**src/rtl/lanczos_phase_ctrl.sv**
```systemverilog
// Lanczos coefficient ROM sequencer: steps a fixed-point source position per output
// pixel, drives the ROM address and emits a descriptor aligned with the ROM output.
module lanczos_phase_ctrl #(
  parameter int PIXEL_STEP = 4096,
  parameter int LINE_W     = 16,
  parameter int STEP_W     = 16
) (
  input  logic                                 clk,
  input  logic                                 rst_n,
  input  logic                                 i_start,
  input  logic [STEP_W-1:0]                    i_cfg_step,
  input  logic [$clog2(PIXEL_STEP)-1:0]        i_cfg_phase0,
  input  logic [LINE_W-1:0]                    i_cfg_in_width,
  input  logic [LINE_W-1:0]                    i_cfg_out_width,
  input  logic [LINE_W-1:0]                    i_cfg_out_height,
  input  logic [LINE_W-1:0]                    i_src_cnt,
  output logic                                 o_busy,
  output logic                                 o_done,
  output logic                                 o_line_done,
  output logic [$clog2(PIXEL_STEP/4)-1:0]      o_tbl_dx,
  output logic                                 o_out_valid,
  input  logic                                 i_out_ready,
  output logic [LINE_W-1:0]                    o_out_src_x,
  output logic                                 o_out_eol,
  output logic                                 o_out_eof
);

  localparam int FRAC_W = $clog2(PIXEL_STEP);
  localparam int DX_W   = $clog2(PIXEL_STEP / 4);
  localparam int POS_W  = LINE_W + FRAC_W;

  localparam logic [1:0] S_IDLE      = 2'd0;
  localparam logic [1:0] S_LINE_INIT = 2'd1;
  localparam logic [1:0] S_RUN       = 2'd2;
  localparam logic [1:0] S_DRAIN     = 2'd3;

  logic [1:0]        r_state;
  logic [STEP_W-1:0] r_step;
  logic [FRAC_W-1:0] r_phase0;
  logic [LINE_W-1:0] r_in_w;
  logic [LINE_W-1:0] r_out_w;
  logic [LINE_W-1:0] r_out_h;
  logic [POS_W-1:0]  r_pos;
  logic [LINE_W-1:0] r_pix_cnt;
  logic [LINE_W-1:0] r_line_cnt;
  logic              r_busy;
  logic              r_done;
  logic              r_line_done;
  logic              r_out_valid;
  logic [LINE_W-1:0] r_out_src_x;
  logic [DX_W-1:0]   r_out_dx;
  logic              r_out_eol;
  logic              r_out_eof;

  logic [LINE_W-1:0] w_cand_x;
  logic [DX_W-1:0]   w_cand_dx;
  logic [LINE_W:0]   w_x_plus3;
  logic [LINE_W:0]   w_in_last;
  logic [LINE_W:0]   w_need;
  logic              w_cand_ok;
  logic              w_load;
  logic              w_fire;
  logic              w_eol_next;
  logic              w_last_line;

  assign w_cand_x  = r_pos[POS_W-1:FRAC_W];
  assign w_cand_dx = r_pos[FRAC_W-1:2];

  // Rightmost tap is clamped to the line end, so a short line never waits for pixels it lacks.
  assign w_x_plus3   = {1'b0, w_cand_x} + {{(LINE_W-1){1'b0}}, 2'd3};
  assign w_in_last   = {1'b0, r_in_w} - {{LINE_W{1'b0}}, 1'b1};
  assign w_need      = (w_x_plus3 < w_in_last) ? w_x_plus3 : w_in_last;
  assign w_cand_ok   = (w_need < {1'b0, i_src_cnt});
  assign w_fire      = r_out_valid & i_out_ready;
  assign w_load      = (r_state == S_RUN) & w_cand_ok & (~r_out_valid | i_out_ready);
  assign w_eol_next  = (r_pix_cnt == (r_out_w - {{(LINE_W-1){1'b0}}, 1'b1}));
  assign w_last_line = (r_line_cnt == (r_out_h - {{(LINE_W-1){1'b0}}, 1'b1}));

  // ROM address leads the descriptor by one cycle so registered coefficients line up with out_*.
  assign o_tbl_dx = w_load ? w_cand_dx : r_out_dx;

  assign o_busy      = r_busy;
  assign o_done      = r_done;
  assign o_line_done = r_line_done;
  assign o_out_valid = r_out_valid;
  assign o_out_src_x = r_out_src_x;
  assign o_out_eol   = r_out_eol;
  assign o_out_eof   = r_out_eof;

  // Frame sequencer, position accumulator and descriptor register.
  always_ff @(posedge clk or negedge rst_n) begin
    if (!rst_n) begin
      r_state     <= S_IDLE;
      r_step      <= {STEP_W{1'b0}};
      r_phase0    <= {FRAC_W{1'b0}};
      r_in_w      <= {LINE_W{1'b0}};
      r_out_w     <= {LINE_W{1'b0}};
      r_out_h     <= {LINE_W{1'b0}};
      r_pos       <= {POS_W{1'b0}};
      r_pix_cnt   <= {LINE_W{1'b0}};
      r_line_cnt  <= {LINE_W{1'b0}};
      r_busy      <= 1'b0;
      r_done      <= 1'b0;
      r_line_done <= 1'b0;
      r_out_valid <= 1'b0;
      r_out_src_x <= {LINE_W{1'b0}};
      r_out_dx    <= {DX_W{1'b0}};
      r_out_eol   <= 1'b0;
      r_out_eof   <= 1'b0;
    end else begin
      r_done      <= 1'b0;
      r_line_done <= 1'b0;
      if (w_load) begin
        r_out_valid <= 1'b1;
        r_out_src_x <= w_cand_x;
        r_out_dx    <= w_cand_dx;
        r_out_eol   <= w_eol_next;
        r_out_eof   <= w_eol_next & w_last_line;
      end else if (w_fire) begin
        r_out_valid <= 1'b0;
      end else begin
        r_out_valid <= r_out_valid;
      end
      case (r_state)
        S_IDLE: begin
          // busy is still high during the done cycle, which also blocks a start there.
          r_busy <= 1'b0;
          if (i_start && !r_busy) begin
            r_step     <= i_cfg_step;
            r_phase0   <= i_cfg_phase0;
            r_in_w     <= i_cfg_in_width;
            r_out_w    <= i_cfg_out_width;
            r_out_h    <= i_cfg_out_height;
            r_line_cnt <= {LINE_W{1'b0}};
            r_busy     <= 1'b1;
            r_state    <= S_LINE_INIT;
          end
        end
        S_LINE_INIT: begin
          r_pos     <= {{LINE_W{1'b0}}, r_phase0};
          r_pix_cnt <= {LINE_W{1'b0}};
          r_state   <= S_RUN;
        end
        S_RUN: begin
          if (w_load) begin
            r_pos     <= r_pos + {{(POS_W-STEP_W){1'b0}}, r_step};
            r_pix_cnt <= r_pix_cnt + {{(LINE_W-1){1'b0}}, 1'b1};
            if (w_eol_next) begin
              r_state <= S_DRAIN;
            end
          end
        end
        S_DRAIN: begin
          if (w_fire && r_out_eol) begin
            r_line_done <= 1'b1;
            if (r_out_eof) begin
              r_done  <= 1'b1;
              r_state <= S_IDLE;
            end else begin
              r_line_cnt <= r_line_cnt + {{(LINE_W-1){1'b0}}, 1'b1};
              r_state    <= S_LINE_INIT;
            end
          end
        end
        default: begin
          r_state <= S_IDLE;
        end
      endcase
    end
  end

endmodule
```
**config.mk**
```make
export PLATFORM = sky130hd
export DESIGN_NAME = lanczos_phase_ctrl
export DESIGN_NICKNAME = d
export VERILOG_FILES = /design/src/rtl/lanczos_phase_ctrl.sv
export SDC_FILE = /design/constraint.sdc
export NUM_CORES = 1
export LEC_CHECK = 0
export ABC_AREA = 1
export CAP_MARGIN = 5
export CORE_ASPECT_RATIO = 1.2
export CORE_MARGIN = 8
export CORE_UTILIZATION = 57
export DETAILED_ROUTE_END_ITERATION = 6
export PLACE_DENSITY_LB_ADDON = 0.08
export SYNTH_ARGS = -nofsm -noshare
export SYNTH_HDL_FRONTEND = slang
export SYNTH_SLANG_ARGS = --single-unit
export TNS_END_PERCENT = 100
```
**constraint.sdc**
```tcl
create_clock -name clk -period 6.41 [get_ports clk]
set_clock_uncertainty 0.1 [all_clocks]
set_input_delay 0.9615 -clock clk [delete_from_list [all_inputs] [get_ports clk]]
set_output_delay 0.9615 -clock clk [all_outputs]
set_load 0.005 [all_outputs]
```
==> impl_results.md <==
- Outcome: finished clean
- Maximum number of pins on one net before global-route repair: 81
- CTS tree: yes
- CP startpoint kind: register
- Die area: 0.0235 sq mm
- Final #Nets: 1589
- Crit path launch: r_pos[13]$_DFFE_PN0P_
- Crit-path max FO: 8
- First-pass GRT wire length: 41.9 mm
- Worst R2R Start: r_pos[13]$_DFFE_PN0P_
- Netlist cell types: 51
- CTS Buf Count: 17
- Most frequent cells in the layout: nand2_1 (274), dfrtp_1 (169), inv_1 (131)
- Final setup fails: 0
- Post-route worst setup slack: 0.242 ns
- Pre-Repair DR Iteration Count: 5
- Gr usage total: 21.7%
- Crit. End Element: output port
- Antenna violations before repair: 0
- Largest area contributor in the netlist: dfrtp_1
- CTS clk-pin slew, worst paths: 0.06 ns
- Inserted Diodes: 0
- DR WL/cell: 14.6 um
- Measured slew at the worst slew-check pin: 0.854 ns
- Total routed wirelength: 24.9 mm
- Clk sinks: 170
- Top FF cell, synth: dfrtp_1
- Ys async rst share: 100%
- Port buffer count: 127
- Final hold vios: 0
- Vias: 8880
- Setup slack, reg-to-reg: 1.17 ns
- Crit path largest cell delay: 0.50 ns
- Vias per std cell: 5.21
- Min-delay src: r_out_dx[5]$_DFF_PN0_
- Sequential area share after synthesis: 39.5%
- Cell Area, Placed: 0.0122 sq mm
- Initial Util: 57.5%
- Post-synth EDFFs: 0
- Buf/Inv on CP: 8
- Total grt overflow: 0
- Most used cell, CP: nand2_1
- H-Tree Depth: 4
- Synth top area share: 39.5%
- Placement Rows: 55
- CTS Root Cell: clkbuf_16
- DRC viols: 0
- Crit Path Class: reg -> out
- Core area: 0.0187 sq mm
- Layout area overhead: 21.4%
- Worst VDD drop: 375 uV
- GPL Wtd Cong: 0.893
- Die Span Y: 166 um
- Kind of cell adding the most delay to the critical path: buffers and inverters
- Crit path DAT: 5.11 ns
- RSZ-0062 raised after global routing: true
- Period utilization: 96.2%
- Yosys Warn Count: 0
- Number of synthesized register bits: 170
- Die X: 141 um
- Starting DRT DRC Count: 487
- Mapped Cells: 1303
- Setup tns final: 0 ns
- Worst-Skew Late Latency: 0.43 ns
- Final Instance Area: 0.0131 sq mm
- Final core occ: 69.8%
- I/O pins: 128
- Pwr Total: 5.41 mW
- Synthesized Nets: 1456
- Pleak: 6.11 nW
- Synth Cell Area: 0.0108 sq mm
- Tightest Hold Check Type: reg -> reg
- Final min period: 6.17 ns
- Max cap viols: 0
- FMAX: 162 MHz
- Slowest CP cell: clkdlybuf4s50_1
- Slew headroom: 43.0%
- WP data required: 5.35 ns
- Clk buf depth: 2
- Commonest non-fill, non-tap cell in the layout: nand2_1
- Final Max Slew Viols: 0
- Layout cells sized above 1: 15.0%
- Synth top area cells: dfrtp_1 (40%), nand2_1 (9.6%), ha_1 (6.5%), xor2_1 (6.4%), mux2_2 (5.1%)
- Pre-CTS WS: 0.155 ns
- Avg Inst Size Synth: 8.26 sq um
- PwrDens: 414 mW/mm^2
- Routed Antenna Nets: 0
- HPWL after DPL: 18.4 mm
- Vias in the first global route: 8784
==> synthesized netlist by cell type (3+ instances only) <==
cell	count
nor4_1	6
nand3b_1	4
a31oi_1	3
clkbuf_1	23
or2_2	13
xor2_1	79
ha_1	56
xnor2_1	26
mux2_2	49
nor3_1	29
nand2_2	27
nand4_1	15
buf_6	8
o21ai_2	36
a21o_1	3
nand3_1	51
nand2_1	275
inv_1	134
buf_1	5
a21oi_1	71
nor2_1	115
dfrtp_1	170
buf_2	3
o21ai_0	67
==> cell families after synthesis <==
family          after synthesis  share of synthesized area (%)
simple gates                548                           22.3
buf+inv                     178                           6.85
mux                          51                           5.32
xor+xnor                    105                           8.55
compound gates              194                           10.8
flops                       170                           39.5
fa+ha+maj                    57                           6.70
==> path summary, 6_finish.rpt <==
path | to | cells after the start
max reg2reg | r_pos[17]$_DFFE_PN0P_ | 30
min | r_out_dx[5]$_DFF_PN0_ | 2
max | o_tbl_dx[3] | 27
min reg2reg | r_out_dx[5]$_DFF_PN0_ | 2
min in group asynchronous | r_out_dx[2]$_DFF_PN0_ | 1
max in group asynchronous | r_pos[16]$_DFFE_PN0P_ | 2
==> state kept, by name, summed over array words and instances (netlist names), 2 cells and up <==
signal and cells:
r_pos 28, o_out_src_x 16, r_in_w 16, r_line_cnt 16
r_out_h 16, r_out_w 16, r_pix_cnt 16, r_step 16
r_phase0 12, r_out_dx 10, r_state 2
==> cell type report <==
cell class / count / area, sq um
multi-input cells: 955 / 5870
repair inverters: 1 / 7.51
clock buffers: 21 / 460
fillers: 1572 / 5660
inverters: 137 / 518
repair buffers: 154 / 1520
well taps: 256 / 320
clock inverters: 11 / 109
flip-flops and latches: 170 / 4260
==> power by group <==
part           internal (mW)  switching [mW]  total [mW]  leakage (nW)
Combinational           1.10            1.56        2.66          3.70
Clock                  0.561           0.450        1.01         0.272
Sequential              1.43           0.305        1.74          2.13
==> worst min-delay path, stage by stage, from the launching register on <==
cell	delay, ns
dfrtp_1	0.32
nand2_1	0.05
nand2_1	0.07
==> what timing repair did <==
action                     in CTS  in global routing
gates resized for setup        14                 31
pin swaps                       4                  8
hold buffers                    0                  0
gates cloned                    1                  1
setup endpoints to repair      10                 10
setup buffers                   6                  7
==> through the flow <==
| step | std cells | hold slack [ns] |
|---|---|---|
| final | 1705 | 0.374 |
| after global routing | 1705 | 0.394 |
| after CTS | 1697 | 0.384 |
| after detailed placement | 1658 | 0.366 |
| after global placement | 1658 | 0.361 |
| after floorplan | 1303 | 0.353 |
==> metal layers <==
| layer | share of wire [%] | routed length, um | up-vias | global-route usage [%] |
|---|---|---|---|---|
| li1 | - | - | 4506 | - |
| met1 | 45 | 11200 | 4158 | 27.5 |
| met2 | 49 | 12300 | 182 | 37.3 |
| met3 | 4.2 | 1040 | 34 | 3.58 |
| met4 | 1.6 | 389 | 0 | 6.27 |
| met5 | 0 | 0 | - | 0 |
(Power assumes the default switching activity.)
